File: config.mk
export PLATFORM = sky130hd
export DESIGN_NAME = rc5_s_table_ctrl
export DESIGN_NICKNAME = d
export VERILOG_FILES = /design/src/rtl/rc5_s_table_ctrl.sv
export SDC_FILE = /design/constraint.sdc
export NUM_CORES = 1
export LEC_CHECK = 0
export BUFFER_PORTS_ARGS = -buffer_cell sky130_fd_sc_hd__buf_4
export CAP_MARGIN = 20
export CELL_PAD_IN_SITES_DETAIL_PLACEMENT = 1
export CELL_PAD_IN_SITES_GLOBAL_PLACEMENT = 1
export CORE_UTILIZATION = 40
export DETAILED_ROUTE_END_ITERATION = 10
export PLACE_DENSITY = 0.92
export SYNTH_ARGS = -nofsm -noshare
export SYNTH_HDL_FRONTEND = slang
export SYNTH_SLANG_ARGS = --single-unit
File: constraint.sdc
create_clock -name clk -period 3.3 [get_ports clk]
set_clock_uncertainty 0.05 [all_clocks]
set_input_delay 0.495 -clock clk [delete_from_list [all_inputs] [get_ports clk]]
set_output_delay 0.495 -clock clk [all_outputs]
set_load 0.005 [all_outputs]
File: src/rtl/rc5_s_table_ctrl.sv
// RC5 S-table controller: fills S[0..T-1] with P + k*Q through RAM port A,
// then serves handshaked single-word reads through RAM port B.
module rc5_s_table_ctrl #(
  parameter int unsigned            DATA_WIDTH = 32,
  parameter int unsigned            ADDR_WIDTH = 6,
  parameter int unsigned            T          = 26,
  parameter logic [DATA_WIDTH-1:0]  P_CONST    = DATA_WIDTH'(32'hB7E15163),
  parameter logic [DATA_WIDTH-1:0]  Q_CONST    = DATA_WIDTH'(32'h9E3779B9)
) (
  input  logic                  clk,
  input  logic                  rst,
  input  logic                  start,
  output logic                  busy,
  output logic                  done,
  output logic                  table_valid,
  output logic [ADDR_WIDTH-1:0] ram_addr_a,
  output logic [DATA_WIDTH-1:0] ram_data_a,
  output logic                  ram_we_a,
  output logic [ADDR_WIDTH-1:0] ram_addr_b,
  output logic [DATA_WIDTH-1:0] ram_data_b,
  output logic                  ram_we_b,
  input  logic [DATA_WIDTH-1:0] ram_q_b,
  input  logic                  rd_req,
  input  logic [ADDR_WIDTH-1:0] rd_addr,
  output logic                  rd_ready,
  output logic                  rd_data_valid,
  output logic [DATA_WIDTH-1:0] rd_data
);

  // One extra index bit so T == 2**ADDR_WIDTH cannot wrap before the last write
  localparam int unsigned  CW    = ADDR_WIDTH + 1;
  localparam logic [CW-1:0] K_END = CW'(T);

  typedef enum logic [1:0] {
    S_IDLE = 2'd0,
    S_FILL = 2'd1,
    S_DONE = 2'd2
  } state_t;

  state_t                  state_q, state_d;
  logic [CW-1:0]           k_q, k_d;
  logic [DATA_WIDTH-1:0]   acc_q, acc_d;
  logic                    busy_d, done_d, tv_d, we_a_d;
  logic [ADDR_WIDTH-1:0]   addr_a_d;
  logic [DATA_WIDTH-1:0]   data_a_d;
  logic [ADDR_WIDTH-1:0]   addr_b_q;
  logic                    rd_pend_q;
  logic                    rd_accept;

  // Port B is read-only
  assign ram_data_b = '0;
  assign ram_we_b   = 1'b0;

  // Reads are only served from a complete table while no fill is running
  assign rd_ready   = table_valid && (state_q == S_IDLE);
  assign rd_accept  = rd_req && rd_ready;

  // Address reaches the RAM in the acceptance cycle; otherwise hold the last one
  assign ram_addr_b = rd_accept ? rd_addr : addr_b_q;

  // Next-state and registered-output logic for the fill sequencer
  always_comb begin
    state_d  = state_q;
    k_d      = k_q;
    acc_d    = acc_q;
    busy_d   = 1'b0;
    done_d   = 1'b0;
    tv_d     = table_valid;
    we_a_d   = 1'b0;
    addr_a_d = ram_addr_a;
    data_a_d = ram_data_a;
    unique case (state_q)
      S_IDLE: begin
        if (start) begin
          // First write (k=0) goes out on the same edge that samples start
          we_a_d   = 1'b1;
          busy_d   = 1'b1;
          addr_a_d = k_q[ADDR_WIDTH-1:0];
          data_a_d = acc_q;
          k_d      = k_q + CW'(1);
          acc_d    = acc_q + Q_CONST;
          tv_d     = 1'b0;
          state_d  = S_FILL;
        end
      end
      S_FILL: begin
        if (k_q == K_END) begin
          done_d  = 1'b1;
          tv_d    = 1'b1;
          k_d     = '0;
          acc_d   = P_CONST;
          state_d = S_DONE;
        end else begin
          we_a_d   = 1'b1;
          busy_d   = 1'b1;
          addr_a_d = k_q[ADDR_WIDTH-1:0];
          data_a_d = acc_q;
          k_d      = k_q + CW'(1);
          acc_d    = acc_q + Q_CONST;
        end
      end
      S_DONE: begin
        state_d = S_IDLE;
      end
      default: begin
        state_d = S_IDLE;
      end
    endcase
  end

  // State and fill-side output registers
  always_ff @(posedge clk) begin
    if (rst) begin
      state_q     <= S_IDLE;
      k_q         <= '0;
      acc_q       <= P_CONST;
      busy        <= 1'b0;
      done        <= 1'b0;
      table_valid <= 1'b0;
      ram_we_a    <= 1'b0;
      ram_addr_a  <= '0;
      ram_data_a  <= '0;
    end else begin
      state_q     <= state_d;
      k_q         <= k_d;
      acc_q       <= acc_d;
      busy        <= busy_d;
      done        <= done_d;
      table_valid <= tv_d;
      ram_we_a    <= we_a_d;
      ram_addr_a  <= addr_a_d;
      ram_data_a  <= data_a_d;
    end
  end

  // Read pipeline: RAM latency stage, then capture of ram_q_b
  always_ff @(posedge clk) begin
    if (rst) begin
      addr_b_q      <= '0;
      rd_pend_q     <= 1'b0;
      rd_data_valid <= 1'b0;
      rd_data       <= '0;
    end else begin
      addr_b_q      <= ram_addr_b;
      rd_pend_q     <= rd_accept;
      rd_data_valid <= rd_pend_q;
      if (rd_pend_q) begin
        rd_data <= ram_q_b;
      end
    end
  end

endmodule

==> impl_metrics.csv, run 1 <==
group,metric,value,unit
status,outcome,"finished clean",
critical_path,crit_type,"flip-flop to output port",
layout,multi_input_area,2430,um2
worst_hold_path,min_delay_worst_endpoint,"rd_data[25]$_SDFFE_PP0P_",
worst_hold_path,min-delay-start,"ram_q_b[25]",
layout,utilization,52.5,%
die,io_pins,157,
die,design.die.area,13500,um2
routing,routed_via_density,5.07,
routing,detail-route-antenna-nets,0,
synthesis,async_flop_share,0,%
layout,area_growth,28.0,%
timing,hold_viol,0,
worst_hold_path,holdPathStages,3,
critical_path,r2r-start,"k_q[0]$_SDFFE_PP0P_",
global_routing,grt_pass1_wl,23.2,mm
clocking,post_cts.repair.setup_buffers,0,
routing,drc,0,
timing,setup_viol,0,
worst_hold_path,hold_path_class,"input pin to flip-flop",
critical_path,r2r_cells,7,
pwr,power.density,655,nW/um2
routing,post_drt_wl_per_cell,16.2,um
global_routing,antenna_found_initial,0,
synthesis,syn_area,5200,um2
timing,tightestPinTransition,1.01,ns
die,rows,41,
clocking,clockBufferDepth,2,
critical_path,r2r_slack,0.78,ns
flow_run,cap_violations,0,
timing,finalSetupTns,0,ns
timing,final.min_clock_period,2.55,ns
clocking,path_clk_slew,0.05,ns
timing,slew_violations,0,
routing,route.vias.total,4518,
place,routabilityCongestion,0.874,
critical_path,r2r-end,"acc_q[29]$_SDFFE_PP1P_",
global_routing,grt_overflow_total,0,
routing,drt_first_pass_iters,4,
critical_path,worstPathArrival,2.00,ns
timing,max-slew-margin-rel,32.9,%
clocking,ctsResizeCount,0,
timing,fmax,0.393,GHz
pwr,ir_drop,0.329,mV
critical_path,crit_required,2.75,ns
clocking,cts-root-buf,"clkbuf_16",
routing,drt_iter0_drc,147,
clocking,cts_made_buffers,17,
synthesis,synth_edf_count,0,
synthesis,yosysSeqAreaShare,47.0,%
synthesis,ys_ff_latch,122,
clocking,hold_buffers,0,
critical_path,crit_fanout,7,
layout,layout-drive-gt1-share,24.7,%
routing,routed_wl,14.4,mm
clocking,clock_sinks,122,
layout,antennaDiodeCount,0,
place,dp.final_hpwl,9.94,mm
timing,rsz0062_at_grt,"false",
layout,regArea,2440,um2
synthesis,yosys.cell_types.count,56,
synthesis,yosys_warnings,0,
layout,nFillCells,1509,
critical_path,end_kind,"output port",
pwr,leakagePower,2.82,nW
synthesis,syn_inst,599,
synthesis,syn_avg_cell_area,8.68,um2
die,start_util,41.0,%
die,die_h,116,um
clocking,cts_tree,"built",
clocking,cts-htree-levels,4,
die,coreArea,12700,um2
synthesis,synth-main-ff-cell,"dfxtp_1",
global_routing,grt_pass1_vias,4780,
global_routing,grtUsageTotal,22.4,%
timing,finalCritPeriodShare,77.2,%
global_routing,grt_max_degree,62,
clocking,clock_latency,0.41,ns
critical_path,critPathLaunchType,"flip-flop",
layout,nNetsFinal,754,
place,port_buffers,123,
die,die_w,116,um
## cell families after synthesis
family	share of synthesized area [%]
adders and majority gates	0.722
DFF	47.0
other	0.0721
buffers and inverters	8.69
muxes	7.46
AOI/OAI and AO/OA	12.8
xor gates and xnor gates	3.03
and+or+nand+nor	20.2
## placed cells by master, fill, tap and decap left out, types with 3 or more instances in the layout
master,Yosys,final
mux2i_1,32,32
clkinv_2,0,5
a311oi_1,5,5
o21ai_0,13,13
buf_4,34,128
xnor2_1,9,9
clkbuf_16,0,17
or3_1,5,5
nand3_1,8,8
conb_1,1,33
a211oi_1,3,3
a31oi_1,7,7
a21oi_1,56,56
inv_1,5,5
and3_1,3,3
nor2_1,76,76
bufinv_16,0,3
xor2_1,9,9
nand2_1,107,107
dfxtp_1,122,121
mux2_2,6,6
ha_1,3,3
nor2b_1,9,9
nand2b_1,4,4
nor3_1,14,14
## power by group
group	switching, mW	total, mW	internal (mW)
registers	0.214	1.84	1.63
clock network	0.637	1.85	1.21
logic	0.360	0.671	0.310
## worst max path at each step
stage	start	to	slack (ns)	cells after the start
floorplan	acc_q[0]$_SDFFE_PP1P_	acc_q[24]$_SDFFE_PP1P_	1.13	7
global placement	k_q[0]$_SDFFE_PP0P_	acc_q[28]$_SDFFE_PP1P_	0.95	8
detailed placement	k_q[0]$_SDFFE_PP0P_	acc_q[29]$_SDFFE_PP1P_	0.76	7
CTS	state_q[0]$_SDFFE_PP0P_	ram_addr_b[2]	0.69	4
global route	k_q[0]$_SDFFE_PP0P_	acc_q[29]$_SDFFE_PP1P_	0.49	7
finish	state_q[0]$_SDFFE_PP0P_	ram_addr_b[1]	0.75	4
## cells in the mapped netlist, types with 5 or more instances
cell      instances  area, um2
mux2i_1          32        320
xor2_1            9       78.8
nor2b_1           9       56.3
a31oi_1           7       43.8
buf_4            34        255
nor2_1           76        285
inv_1             5       18.8
clkbuf_1         26       97.6
dfxtp_1         122       2440
nor3_1           14       70.1
nand2_1         107        402
or3_1             5       31.3
o21ai_0          13       65.1
a21oi_1          56        280
a311oi_1          5       43.8
mux2_2            6       67.6
nand3_1           8       40.0
xnor2_1           9       78.8
## metrics by stage
step                hold WS (ns)  cell area (um2)  instances  worst slack [ns]  total power [mW]
floorplan                  0.394             5320        631              1.13              2.29
global placement           0.393             6070        862             0.954              2.47
detailed placement         0.397             6070        862             0.761              2.53
CTS                        0.256             6660        892             0.689              4.39
global route               0.270             6660        892             0.490              4.55
finish                     0.273             6660        892             0.754              4.36
## metal layers
metal	share of wire (%)	GRT usage, %
met1	40	23.5
met3	6.6	7.01
met5	0	0
met4	3.0	11.6
met2	50	40.2
## flip-flops by register name, indices dropped and copies added, names as in the netlist
register and flops:
ram_addr_a 6, ram_data_a 32, done 1, addr_b_q 6, state_q 2, rd_data_valid 1, table_valid 1, acc_q 32
ram_we_a 1, k_q 7, rd_data 32, rd_pend_q 1
## worst max-delay path, stage by stage, from the launching register on
cell and delay [ns]:
dfxtp_1 0.39, nor3b_1 0.29, and2_1 0.37, mux2_2 0.39, buf_4 0.14
## cell type report
cell class | count | area share [%]
clock buffer | 21 | 6.92
clock inverter | 9 | 1.84
inverter | 5 | 0.282
multi-input combinational | 435 | 36.6
sequential | 122 | 36.7
tap | 172 | 3.23
timing repair buffer | 128 | 14.4
(Power assumes the default switching activity.)
==> inputs of run 2 (changes only) <==
CORE_UTILIZATION = 34   (was 40)
PLACE_DENSITY = 0.84   (was 0.92)
clock period = 2.1 ns   (was 3.3 ns; I/O delays follow)
==> run 2 against run 1 <==
Net effect:
- the run now ends with DRC left
- routed wire length is 1.3% higher
- critical path type unchanged
- register-to-register slack worse by 0.72 ns
- sequential share of layout area is 1.6 points lower
==> impl_metrics.csv, run 2 (synthesis gave the netlist of run 1 again) <==
group,metric,value,unit
status,outcome,"finished, violations left",
status,failed_checks,"DRC",
pwr,ir_drop,0.549,mV
critical_path,r2r_slack,0.06,ns
layout,utilization,47.4,%
clocking,cts_tree,"built",
place,place_inst,897,
layout,final_cell_mix,"151 x buf_4, 115 x dfxtp_1, 107 x nand2_1, 76 x nor2_1, 56 x a21oi_1",
critical_path,crit_start,"state_q[1]$_SDFFE_PP0P_",
critical_path,r2r-end,"acc_q[30]$_SDFFE_PP0P_",
clocking,clock_latency,0.42,ns
layout,nFillCells,1730,
place,routabilityCongestion,0.877,
layout,layout_commonest_cell,"buf_4",
die,die_w,126,um
layout,nNetsFinal,780,
routing,detail-route-antenna-nets,0,
place,dp.final_hpwl,10.4,mm
pwr,leakagePower,2.97,nW
die,coreArea,14700,um2
critical_path,critPathLaunchType,"flip-flop",
timing,setup_slack,0.0518,ns
layout,layout-drive-gt1-share,29.0,%
critical_path,end_kind,"output port",
critical_path,r2r-start,"acc_q[0]$_SDFFE_PP1P_",
critical_path,worstPathArrival,1.68,ns
global_routing,grt_max_degree,80,
flow_run,cap_violations,0,
layout,antennaDiodeCount,0,
timing,finalCritPeriodShare,97.5,%
timing,rsz0062_at_grt,"true",
critical_path,crit_required,1.74,ns
layout,finalNonFillerCells,931,
global_routing,antenna_found_initial,0,
die,die_h,126,um
clocking,cts-htree-levels,4,
routing,route.vias.total,4546,
timing,slew_violations,0,
clocking,hold_buffers,0,
die,start_util,35.4,%
clocking,cts_made_buffers,17,
routing,drt_iter0_drc,155,
routing,routed_wl,14.6,mm
worst_hold_path,holdPathStages,3,
global_routing,grt_overflow_total,0,
critical_path,crit_fanout,7,
die,design.die.area,15800,um2
global_routing,grt_pass1_vias,4849,
critical_path,crit_end,"ram_addr_b[1]",
global_routing,grt_pass1_wl,23.9,mm
critical_path,crit_type,"flip-flop to output port",
clocking,clockBufferDepth,2,
routing,post_drt_wl_per_cell,15.7,um
routing,drt_first_pass_iters,7,
timing,hold_viol,0,
place,pre_cts_slack,0.0258,ns
die,io_pins,157,
routing,routed_via_density,4.88,
timing,tightestPinTransition,0.552,ns
worst_hold_path,hold_path_class,"input pin to flip-flop",
timing,hold_ws,0.0795,ns
routing,drc,8,
timing,max-slew-margin-rel,63.2,%
layout,biggestRegsByFlops,"acc_q (32), ram_data_a (32), rd_data (32)",
critical_path,r2r_cells,7,
clocking,clock_sinks,122,
global_routing,grtUsageTotal,19.2,%
layout,area_growth,34.1,%
pwr,p_total,7.13,mW
clocking,path_clk_slew,0.05,ns
pwr,power.density,1020,nW/um2
clocking,cts-root-buf,"clkbuf_16",
timing,fmax,0.488,GHz
die,rows,44,
timing,final.min_clock_period,2.05,ns
place,port_buffers,123,
timing,setup_viol,0,
run 2: changes by cell type in the layout (fill, tap and decap cells not counted), moves of 2 or more:
cell,change
buf_4,+23
dfxtp_1,-6
dfxtp_2,+6
buf_6,+2
clkbuf_1,+2
clkinv_2,-2
run 2: power breakdown:
part           switching [mW]  internal, mW
Sequential              0.304          2.56
Combinational           0.618         0.590
Clock                    1.03          2.03
Total                    1.95          5.18
run 2: how the worst min path moves through the flow:
stage	slack (ns)	startpoint	end
2_1_floorplan	0.39	acc_q[31]$_SDFFE_PP1P_	ram_data_a[31]$_SDFFE_PP0P_
3_3_place_gp	0.40	ram_data_a[12]$_SDFFE_PP0P_	ram_data_a[12]$_SDFFE_PP0P_
3_5_place_dp	0.40	ram_addr_a[3]$_SDFFE_PP0P_	ram_addr_a[3]$_SDFFE_PP0P_
4_1_cts	0.06	ram_q_b[23]	rd_data[23]$_SDFFE_PP0P_
5_1_grt	0.07	ram_q_b[23]	rd_data[23]$_SDFFE_PP0P_
6_report	0.08	ram_q_b[4]	rd_data[4]$_SDFFE_PP0P_
run 2: layout make-up:
type,instances,area (um2),area share (%)
clock inverter,8,143,2.05
sequential,122,2450,35.2
multi-input combinational,435,2490,35.7
clock buffer,23,468,6.71
tap,184,230,3.30
timing repair buffer,154,1180,16.9
inverter,5,18.8,0.269
run 2: what timing repair did:
item | CTS | global route
hold endpoints to repair | 0 | 0
gates resized for setup | 5 | 15
endpoints found under the setup margin | 10 | 35
setup buffers | 0 | 3
pin swaps | 4 | 2
run 2: worst max-delay path, cell delays in order (launching register included):
cell and delay [ns]:
dfxtp_2 0.35, nor3b_4 0.19, and2_4 0.23, mux2_2 0.36
buf_4 0.14
run 2: through the flow:
stage	TNS [ns]	area (um2)
after floorplan	0	5320
after global placement	0	6270
after detailed placement	0	6270
after CTS	-0.00106	6900
after global routing	-0.228	6970
final	0	6970
run 2: routing by layer:
layer	global-route usage [%]	part of all wire [%]	vias up
li1	-	-	2229
met1	21.2	41	2155
met5	0	0	-
met4	6.60	1.5	0
met2	34.0	50	143
met3	7.01	6.8	19
==> inputs of run 3 (changes only) <==
BUFFER_PORTS_ARGS = not set   (was -buffer_cell sky130_fd_sc_hd__buf_4)
CELL_PAD_IN_SITES_DETAIL_PLACEMENT = 0   (was 1)
CORE_UTILIZATION = 41   (was 34)
DONT_BUFFER_PORTS = 1   (was not set)
GPL_TIMING_DRIVEN = 0   (was not set)
PLACE_DENSITY = 0.82   (was 0.84)
==> run 3 against run 2 <==
Net effect:
- the flow finishes with violations (setup timing)
- non-clock buffer count down 58
- sequential power about the same
- critical path depth rose by 3
- die area down 17%
- maximum frequency is 3.1% lower
- combinational power down 12%
- global-route usage rose by 0.23 points
- largest cell class unchanged
==> impl_metrics.csv, run 3 (synthesis gave the netlist of run 1 again) <==
group,metric,value,unit
pwr,ir_drop,0.578,mV
critical_path,crit_cells,7,
clocking,path_clk_slew,0.06,ns
die,die_w,115,um
place,port_buffers,0,
clocking,cts_made_buffers,17,
routing,drc,0,
layout,final_cell_mix,"117 x dfxtp_1, 107 x nand2_1, 75 x nor2_1, 56 x a21oi_1, 47 x buf_4",
critical_path,cp_slowest_stage_delay,0.39,ns
critical_path,path_buf_inv,0,
status,outcome,"finished, violations left",
critical_path,crit_chain,"ha_4 > a2111oi_4 > a211oi_2 > o311a_4 > nor3_4 > nor3_1 > o32a_1",
worst_hold_path,holdPathStages,2,
critical_path,end_kind,"flip-flop",
clocking,clock_latency,0.41,ns
routing,drt_first_pass_iters,4,
global_routing,top_usage_layer,"met2",
timing,max-slew-margin-rel,50.9,%
critical_path,critPathLaunchType,"flip-flop",
layout,multi_input_area,2510,um2
layout,layout_commonest_cell,"dfxtp_1",
timing,tightestPinTransition,0.737,ns
layout,finalInstanceArea,6510,um2
timing,fmax,0.473,GHz
timing,setup_slack,-0.0139,ns
critical_path,crit_type,"flip-flop to flip-flop",
place,place_area,5530,um2
routing,routed_via_density,4.85,
routing,post_drt_wl_per_cell,14.5,um
critical_path,cp_slowest_cell,"a2111oi_4",
layout,nNetsFinal,722,
die,coreArea,12200,um2
timing,hold_ws,0.00574,ns
clocking,cts_tree,"built",
global_routing,antenna_found_initial,0,
timing,final.min_clock_period,2.11,ns
pwr,leakagePower,2.59,nW
global_routing,grt_util_met2,33.1,%
worst_hold_path,hold_path_class,"input pin to flip-flop",
die,rows,40,
pwr,power.density,1070,nW/um2
global_routing,grt_pass1_vias,4077,
timing,finalSetupTns,-0.0208,ns
layout,regArea,2450,um2
pwr,p_total,6.94,mW
global_routing,met1_usage,22.7,%
timing,rsz0062_at_grt,"true",
layout,nFillCells,1089,
layout,area_growth,25.2,%
clocking,cts-htree-levels,4,
timing,hold_viol,0,
layout,antennaDiodeCount,0,
global_routing,grt_max_degree,17,
timing,slew_violations,0,
clocking,clockBufferDepth,2,
die,die_h,115,um
die,io_pins,157,
routing,routed_wl,12.5,mm
layout,biggestRegsByFlops,"acc_q (32), ram_data_a (32), rd_data (32)",
layout,layout-drive-gt1-share,18.4,%
clocking,cts-root-buf,"clkbuf_16",
place,routabilityCongestion,0.828,
clocking,clock_sinks,122,
routing,drt_iter0_drc,209,
timing,setup_viol,2,
timing,finalCritPeriodShare,101,%
flow_run,cap_violations,0,
routing,detail-route-antenna-nets,0,
critical_path,worstPathArrival,2.36,ns
routing,route.vias.total,4154,
global_routing,grt_overflow_total,0,
critical_path,crit_required,2.34,ns
critical_path,crit_family,"compound AO/OA/AOI/OAI gates",
place,dp.final_hpwl,8.51,mm
layout,utilization,53.5,%
die,design.die.area,13100,um2
critical_path,crit_fanout,4,
critical_path,r2r_cells,7,
global_routing,grtUsageTotal,19.5,%
die,start_util,42.7,%
global_routing,grt_pass1_wl,19.8,mm
status,failed_checks,"setup timing",
global_routing,use_met3,6.93,%
==> run 3: changes by cell type in the layout (fill, tap and decap cells not counted), sizes merged <==
cell | before | now
clkbuf | 23 | 47
dlygate4sd3 | 0 | 16
buf | 154 | 56
==> run 3: cell type report <==
cell class / instances / area share (%)
flip-flops and latches: 122 / 37.7
plain buffers: 67 / 6.81
multi-input cells: 435 / 38.6
clock inverters: 8 / 2.19
inverters: 5 / 0.288
clock buffers: 23 / 7.19
well taps: 168 / 3.23
repair buffers: 29 / 4.02
==> run 3: routing by layer <==
layer | vias to the layer above | part of all wire, %
li1 | 2107 | -
met1 | 1895 | 43
met2 | 137 | 49
met3 | 15 | 6.7
met4 | 0 | 1.3
met5 | - | 0
==> run 3: worst paths after layout <==
kind / end / from / slack, ns
worst max-delay path: acc_q[24]$_SDFFE_PP1P_ / acc_q[1]$_SDFFE_PP1P_ / -0.01
worst min-delay path: rd_data[30]$_SDFFE_PP0P_ / ram_q_b[30] / 0.006
worst max register to register: acc_q[24]$_SDFFE_PP1P_ / acc_q[1]$_SDFFE_PP1P_ / -0.01
worst min register to register: ram_data_a[31]$_SDFFE_PP0P_ / acc_q[31]$_SDFFE_PP1P_ / 0.42
==> run 3: stage by stage <==
stage | std cells | setup slack (ns)
floorplan | 631 | 0.0491
global route | 857 | -0.108
global placement | 799 | -0.345
finish | 857 | -0.0139
CTS | 854 | -0.147
detailed placement | 799 | -0.435
==> run 3: where the power goes <==
part	switching, mW	internal, mW
clock	0.999	2.03
sequential	0.279	2.56
combinational	0.573	0.498
total	1.85	5.09
==> run 3: repair_timing <==
action,4_1_cts,5_1_grt
setup buffers,9,4
hold buffers,16,0
endpoints found under the hold margin,16,0
endpoints found under the setup margin,83,72
gates resized for setup,16,27
pin swaps,8,8
